==> config.mk <==
export PLATFORM = sky130hd
export DESIGN_NAME = ps2_key_event_fifo
export DESIGN_NICKNAME = d
export VERILOG_FILES = /design/src/rtl/ps2_key_event_fifo.sv
export SDC_FILE = /design/constraint.sdc
export NUM_CORES = 1
export LEC_CHECK = 0
export BUFFER_PORTS_ARGS = -buffer_cell sky130_fd_sc_hd__clkbuf_2
export CORE_UTILIZATION = 42
export DETAILED_ROUTE_END_ITERATION = 12
export GPL_TIMING_DRIVEN = 0
export PLACE_DENSITY = 0.64
export SLEW_MARGIN = 10
export SYNTH_ARGS = -nofsm -noshare
export SYNTH_HDL_FRONTEND = slang
export SYNTH_SLANG_ARGS = --single-unit
==> constraint.sdc <==
create_clock -name clk -period 2.68 [get_ports clk]
set_clock_uncertainty 0.2 [all_clocks]
set_input_delay 0.536 -clock clk [delete_from_list [all_inputs] [get_ports clk]]
set_output_delay 0.536 -clock clk [all_outputs]
set_load 0.005 [all_outputs]
==> src/rtl/ps2_key_event_fifo.sv <==
// PS/2 set-2 key event decoder feeding a small FIFO.
// The FIFO is read by a PicoBlaze through its port_id/read_strobe I/O path.
module ps2_key_event_fifo #(
  parameter int          DEPTH       = 4,
  parameter logic [7:0]  DATA_PORT   = 8'h0A,
  parameter logic [7:0]  STAT_PORT   = 8'h0B,
  parameter bit          REPORT_MAKE = 1'b0,
  parameter logic [15:0] TIMEOUT     = 16'd50000
) (
  input  logic       clk,
  input  logic       reset,
  input  logic       scan_done_tick,
  input  logic [7:0] scan_out,
  input  logic [7:0] port_id,
  input  logic       read_strobe,
  output logic [7:0] dato,
  output logic       got_code_tick,
  output logic       fifo_empty,
  output logic       fifo_full
);

  localparam int            AW     = $clog2(DEPTH);
  localparam logic [AW:0]   C_FULL = (AW+1)'(DEPTH);
  localparam logic [7:0]    C_E0   = 8'hE0;
  localparam logic [7:0]    C_F0   = 8'hF0;

  typedef enum logic [1:0] {
    S_IDLE    = 2'd0,
    S_EXT     = 2'd1,
    S_BRK     = 2'd2,
    S_EXT_BRK = 2'd3
  } state_t;

  state_t        r_state;
  state_t        w_state_nxt;
  logic [15:0]   r_tmo;
  logic          w_tmo_hit;
  logic          w_push_req;
  logic [9:0]    w_push_data;
  logic          w_push_ok;
  logic          w_pop;
  logic          w_stat_rd;
  logic          w_ovf_set;
  logic          r_ovf;
  logic [9:0]    r_mem [DEPTH];
  logic [AW-1:0] r_wr;
  logic [AW-1:0] r_rd;
  logic [AW:0]   r_count;
  logic [9:0]    w_head;

  assign w_tmo_hit = (r_state != S_IDLE) && (r_tmo == TIMEOUT - 16'd1);

  always_ff @(posedge clk or negedge reset) begin
    if (!reset) r_state <= S_IDLE;
    else        r_state <= w_state_nxt;
  end

  // A new byte always takes priority over an expiring prefix timer.
  always_comb begin
    w_state_nxt = r_state;
    w_push_req  = 1'b0;
    w_push_data = {2'b00, scan_out};
    if (scan_done_tick) begin
      case (r_state)
        S_IDLE: begin
          if (scan_out == C_E0)      w_state_nxt = S_EXT;
          else if (scan_out == C_F0) w_state_nxt = S_BRK;
          else                       w_push_req  = REPORT_MAKE;
        end
        S_EXT: begin
          if (scan_out == C_F0)      w_state_nxt = S_EXT_BRK;
          else if (scan_out != C_E0) begin
            w_push_req  = REPORT_MAKE;
            w_push_data = {2'b01, scan_out};
            w_state_nxt = S_IDLE;
          end
        end
        S_BRK: begin
          if (scan_out == C_E0)      w_state_nxt = S_EXT_BRK;
          else if (scan_out != C_F0) begin
            w_push_req  = 1'b1;
            w_push_data = {2'b10, scan_out};
            w_state_nxt = S_IDLE;
          end
        end
        default: begin
          if (scan_out != C_E0 && scan_out != C_F0) begin
            w_push_req  = 1'b1;
            w_push_data = {2'b11, scan_out};
            w_state_nxt = S_IDLE;
          end
        end
      endcase
    end else if (w_tmo_hit) begin
      w_state_nxt = S_IDLE;
    end
  end

  always_ff @(posedge clk or negedge reset) begin
    if (!reset)
      r_tmo <= 16'd0;
    else if (scan_done_tick || r_state == S_IDLE || w_tmo_hit)
      r_tmo <= 16'd0;
    else
      r_tmo <= r_tmo + 16'd1;
  end

  assign fifo_empty = (r_count == '0);
  assign fifo_full  = (r_count == C_FULL);
  assign w_pop      = read_strobe && (port_id == DATA_PORT) && !fifo_empty;
  assign w_stat_rd  = read_strobe && (port_id == STAT_PORT);
  // A simultaneous pop frees the slot, so a full FIFO still accepts the push.
  assign w_push_ok  = w_push_req && (!fifo_full || w_pop);
  assign w_ovf_set  = w_push_req && !w_push_ok;
  assign w_head     = r_mem[r_rd];

  always_ff @(posedge clk) begin
    if (w_push_ok) r_mem[r_wr] <= w_push_data;
  end

  always_ff @(posedge clk or negedge reset) begin
    if (!reset) begin
      r_wr          <= '0;
      r_rd          <= '0;
      r_count       <= '0;
      r_ovf         <= 1'b0;
      got_code_tick <= 1'b0;
    end else begin
      got_code_tick <= w_push_ok;
      if (w_push_ok) r_wr <= r_wr + 1'b1;
      if (w_pop)     r_rd <= r_rd + 1'b1;
      if (w_push_ok && !w_pop)      r_count <= r_count + 1'b1;
      else if (!w_push_ok && w_pop) r_count <= r_count - 1'b1;
      if (w_ovf_set)      r_ovf <= 1'b1;
      else if (w_stat_rd) r_ovf <= 1'b0;
    end
  end

  always_comb begin
    dato = 8'h00;
    if (port_id == DATA_PORT) begin
      if (!fifo_empty) dato = w_head[7:0];
    end else if (port_id == STAT_PORT) begin
      dato = {(fifo_empty ? 2'b00 : w_head[9:8]), 3'b000, r_ovf, fifo_full, fifo_empty};
    end
  end

endmodule

; ---- Word-level counts from Yosys, hierarchy flattened
; Memories as Yosys holds them, arrays and structs flattened.
; Index checks and enable logic that the tools add are counted.
[word_totals]
out_inout_bits = 11
reg_bits = 27
word_cells = 84
in_bits = 20
memories = 1
ram_bits = 40
[op_classes]
addsub = 5
mux = 33
reduce_logical = 24
n_eq_ne = 14
[memory_table]
columns = name, words, word_bits, rd, rd_ports_with_merged_regs, wr, line_no
row1 = r_mem, 4, 10, 1, 0, 1, 45  ; logic [9:0] r_mem [DEPTH];
[ops]
columns = cell, n
row1 = two-way mux 10 bit, 4
row2 = case mux 10 bit (3 select lines), 1
row3 = two-way mux 8 bit, 3
row4 = two-way mux 2 bit, 10
row5 = two-way mux 9 bit, 2
row6 = adder 16 x 1 -> 16 bit (second input constant), 1
row7 = == test 16 bit (second input constant), 1
row8 = == test 8 x 4 -> 1 bit (second input constant), 2
row9 = == test 8 bit (second input constant), 2
row10 = two-way mux 16 bit, 1
row11 = != test 8 bit (second input constant), 2
row12 = != test 4 bit (second input constant), 3
row13 = logical AND 1 bit, 9
row14 = two-way mux 1 bit, 8
row15 = nonzero test 2 bit, 4
row16 = two-way mux 3 bit, 2
row17 = case mux 2 bit (3 select lines), 1
row18 = != test 5 x 1 -> 1 bit (second input constant), 1
row19 = AND reduction 5 bit, 1
row20 = adder 2 x 1 -> 2 bit (second input constant), 2
row21 = logical NOT 1 bit, 4
row22 = adder 3 x 1 -> 3 bit (second input constant), 1
row23 = == test 3 bit (second input constant), 1
row24 = logical NOT 3 bit, 1
row25 = other kinds (7), 9

; ---- Longest topological paths before layout
[depth]
depth_word = 10
ltp_mapped = 10
mapped_depth_nobuf = 9

; ---- Worst setup path before layout
; Ideal clock, no wire load.
[synth_timing]
path_type = in2reg
start = input scan_out[1]
end = register r_count[1]
arrival_ns = 2.235
cell_stages = 8
setup_time_ns = 0.125
path_buffers = 1
required_time_ns = 2.355
path_slack_ns = 0.121
path_cell_list = nor4_1 > a41oi_1 > and3b_1 > buf_6 > ha_1 > inv_1 > fa_1 > mux2_2
[synth_via]
elab_chain_cells = 9
word_cells_on_any_way = 15
classes_between = eq/ne: 3 / mux: 6 / reduce/logical: 6
[synth_lines]
columns = item, line_no
row1 = "start, declared", 13  ; input logic [7:0] scan_out,
row2 = "!= test 8 bit, on equally long branches", "80, 87"
row3 = two-way mux 1 bit or logical AND 1 bit (tied branches), "80, 87"
row4 = "two-way mux 1 bit, on equally long branches", "79, 87"
row5 = case mux 1 bit (2 select lines) (*), 64  ; case (r_state)
row6 = two-way mux 1 bit (*), 63  ; if (scan_done_tick) begin
row7 = logical AND 1 bit (*), 113  ; assign w_push_ok = w_push_req && (!fifo_full || w_pop);
row8 = named net w_push_ok, 40  ; logic w_push_ok;
row9 = logical NOT 1 bit, 133  ; else if (!w_push_ok && w_pop) r_count <= r_count - 1'b1;
row10 = logical AND 1 bit, 133
row11 = nonzero test 2 bit (no source line), -
row12 = "end signal, assigned", 132  ; if (w_push_ok && !w_pop) r_count <= r_count + 1'b1;
row13 = "end signal, assigned", 133
row14 = "end, declared", 48  ; logic [AW:0] r_count;
; Mark *: on every way through the listed nets, which the timed path passes. The rest lies on a longest branch.
; A chain may end at the register's enable or synchronous reset.

; ---- Final worst setup path
[layout_timing]
start = register r_count[0]
end = register r_count[1]
[layout_via]
elab_chain_cells = 8
word_cells_on_any_way = 16
classes_between = add/sub: 2 / eq/ne: 1 / mux: 2 / reduce/logical: 11
[layout_lines]
columns = item, line_no
row1 = logical NOT 3 bit, 108  ; assign fifo_empty = (r_count == '0);
row2 = logical NOT 1 bit, -
row3 = logical AND 1 bit, 110  ; assign w_pop = read_strobe && (port_id == DATA_PORT) && !fifo_empty;
row4 = logical OR 1 bit (*), 113
row5 = logical AND 1 bit (*), 113
row6 = named net w_push_ok, 40
row7 = logical NOT 1 bit, 133
row8 = logical AND 1 bit, 133
row9 = nonzero test 2 bit (no source line), -
; Mark *: on every way through the listed nets, which the timed path passes. The rest lies on a longest branch. The select of a mux whose other input is x is not followed.

==> metrics.txt <==
width of the die 86.3 um; Max Root-Sink Buffers 2; syn avg cell area 14.3 um2; Placed Cells incl. Taps 335; IO Count 31; CP endpoint kind flop; H-tree depth 3; worst-path maximum fanout 8; pwr dens 689 nW/um2; clk slew on worst S/H paths 0.08 ns; n_diodes 0; RR Startpoint r_count[0]; slew margin rel. 52.5%; Starting Density 43.6%; max cap viols 0; max-slew violations 0; Synth Instances 209; Placed Area 3250 um2; Lkg Pwr 1.38 nW; CP startpoint kind flop; DR vias/cell 5.06; Synth Net Count 236; most area-consuming cells after synthesis edfxtp_1, dfrtp_1, mux4_2; HPWL after DPL 3600 um; # setup viols final 0; ys flop type edfxtp_1; Slew @ Worst Pin 0.712 ns; Core Box Area 6830 um2; Num CTS Buffers 9; cell taking the most area after synthesis edfxtp_1; synth-to-layout area growth 19.7%; full die area 7440 um2; CTS sink cnt 67; RD Place Congestion 0.795; Final period util 96.4%; Fin. Hold Viols 0; Total Wirelength 5390 um; reg2reg end r_count[1]; Crit. Startpoint r_count[0]; FF+latch count, synth 67; final period demand of the worst path 2.58 ns; largest net degree at the start of global routing 28; CTS tree built; share of cells above drive strength 1 33.1%; Syn. warnings 0; critical path arrival 2.62 ns; first-pass GRT wire length 8810 um; Core Rows 30; Synth Cell Area 2980 um2; asr flop ratio synth 40.3%; drt first pass iters 4; EDFF count, synth 40; top-count cell post-synth edfxtp_1; initial antenna violation count 0; ordered cell list for the critical path or3b_4 -> a31oi_4 -> and3b_1 -> buf_6 -> ha_2 -> inv_1 -> fa_1 -> mux2_2; Worst Hold Class in -> async; Root Driver clkbuf_8; sequential share of the synthesized area 62.9%; Netlist cell types 43; VDD IR max 306 uV; Worst path slowest cell or3b_4; die height 86.3 um; Buffers on Ports 30; antenna-violating nets left 0; detailed-route via count 1801; final std cell area, no fill 3570 um2; mean routed wirelength per cell 15.1 um; share of the synthesized area in the top cell type 40.3%; worst skew pair latency 0.35 ns; drt first-iter violations 60; r2r worst-path depth 8; outcome complete, no violations; CP max stage delay 0.43 ns; Finished Layout Cells 356; remaining global-route overflow 0; vias in the first global route 1827; kind of critical path reg -> reg; Fmax 387 MHz; nets 282; r2r setup slk 0.1 ns; DRC viols 0; Tot GR Track Use 16.3%; Worst Path Required 2.72 ns; most instantiated cells after synthesis edfxtp_1, dfrtp_1, nor2_1
## critical path, delay by kind of cell (launching register included)
family | cells | cell delay [ns]
AO/OA/AOI/OAI | 1 | 0.17
adder cells (fa/ha/maj) | 2 | 0.59
buffers and inverters | 2 | 0.19
flip-flops | 1 | 0.42
AND/OR/NAND/NOR | 2 | 0.63
multiplexers | 1 | 0.26
## cell type report
type	instances	area, um2
plain buffers	5	36.3
clock buffers	9	124
clock inverters	7	82.6
fillers	593	3260
inverters	16	60.1
multi-input cells	121	1080
flip-flops and latches	67	1880
well taps	96	120
repair buffers	35	188
## layer usage
metal,up-vias,global-route usage [%],wire (um)
met5,-,0,0
met4,0,7.73,108
met3,12,3.81,170
met2,37,26.0,2620
met1,888,21.1,2480
li1,864,-,-
## cells by family after synthesis
family | count (synthesis) | share of synthesized area [%]
mux | 12 | 8.43
fa+ha+maj | 7 | 3.19
simple gates | 69 | 13.8
compound gates | 15 | 3.36
xor+xnor | 18 | 5.29
flops | 67 | 62.9
buf+inv | 21 | 2.98
## worst max path at each step
stage,slack [ns],end,cells after the start
6_report,0.1,r_count[1],8
5_1_grt,-0.002,dato[6],5
4_1_cts,0.002,r_count[1],8
2_1_floorplan,0.12,r_count[1],8
3_5_place_dp,-0.36,r_count[1],9
3_3_place_gp,-0.30,r_count[1],9
## registers in the layout, summed over array words and instances (netlist names)
register       count
r_ovf              1
r_state            2
r_wr               2
r_rd               2
r_mem             40
r_tmo             16
got_code_tick      1
r_count            3
## where the power goes
part	switching, mW	internal, mW	leakage [nW]
logic	0.177	0.182	0.554
registers	0.0529	1.18	0.723
clock network	0.422	0.445	0.0988
## layout by cell type, fill, tap and decap left out, types with 2 or more instances in the layout
cell type	synthesis	routed
buf_6	1	2
and3_1	3	3
nand3_1	9	9
edfxtp_1	40	40
or3_1	2	2
nor3_1	6	5
ha_1	6	5
nor2b_1	3	3
and4_1	3	3
nand2_1	4	3
xnor2_1	7	7
and2_1	2	2
nand4_1	4	4
clkinvlp_4	0	2
o22ai_1	3	3
clkbuf_8	0	9
xor2_1	11	11
o21ai_0	2	2
dfrtp_1	27	26
inv_6	0	3
nor2_1	17	17
clkbuf_2	0	31
and2_2	4	4
inv_1	16	16
mux4_2	10	10
buf_4	0	5
a21oi_1	4	4
## through the flow
stage / utilization, % / hold WS [ns] / total power, mW / setup slack (ns) / TNS [ns]
2_1_floorplan: - / 0.0404 / 1.45 / 0.121 / 0
3_3_place_gp: 47.6 / 0.270 / 1.55 / -0.302 / -0.474
3_5_place_dp: 47.6 / 0.285 / 1.56 / -0.356 / -0.649
4_1_cts: 51.2 / 0.0410 / 2.47 / 0.00153 / 0
5_1_grt: 52.2 / 0.0771 / 2.59 / -0.00224 / -0.00224
6_report: 52.2 / 0.0296 / 2.46 / 0.0973 / 0
## timing repair
action / in CTS / in global routing
buffers inserted: 2 / 3
hold buffers: 0 / 0
setup endpoints to repair: 9 / 4
pin swaps: 0 / 2
gates resized for setup: 7 / 8
Power figures use the tool's default switching activity.
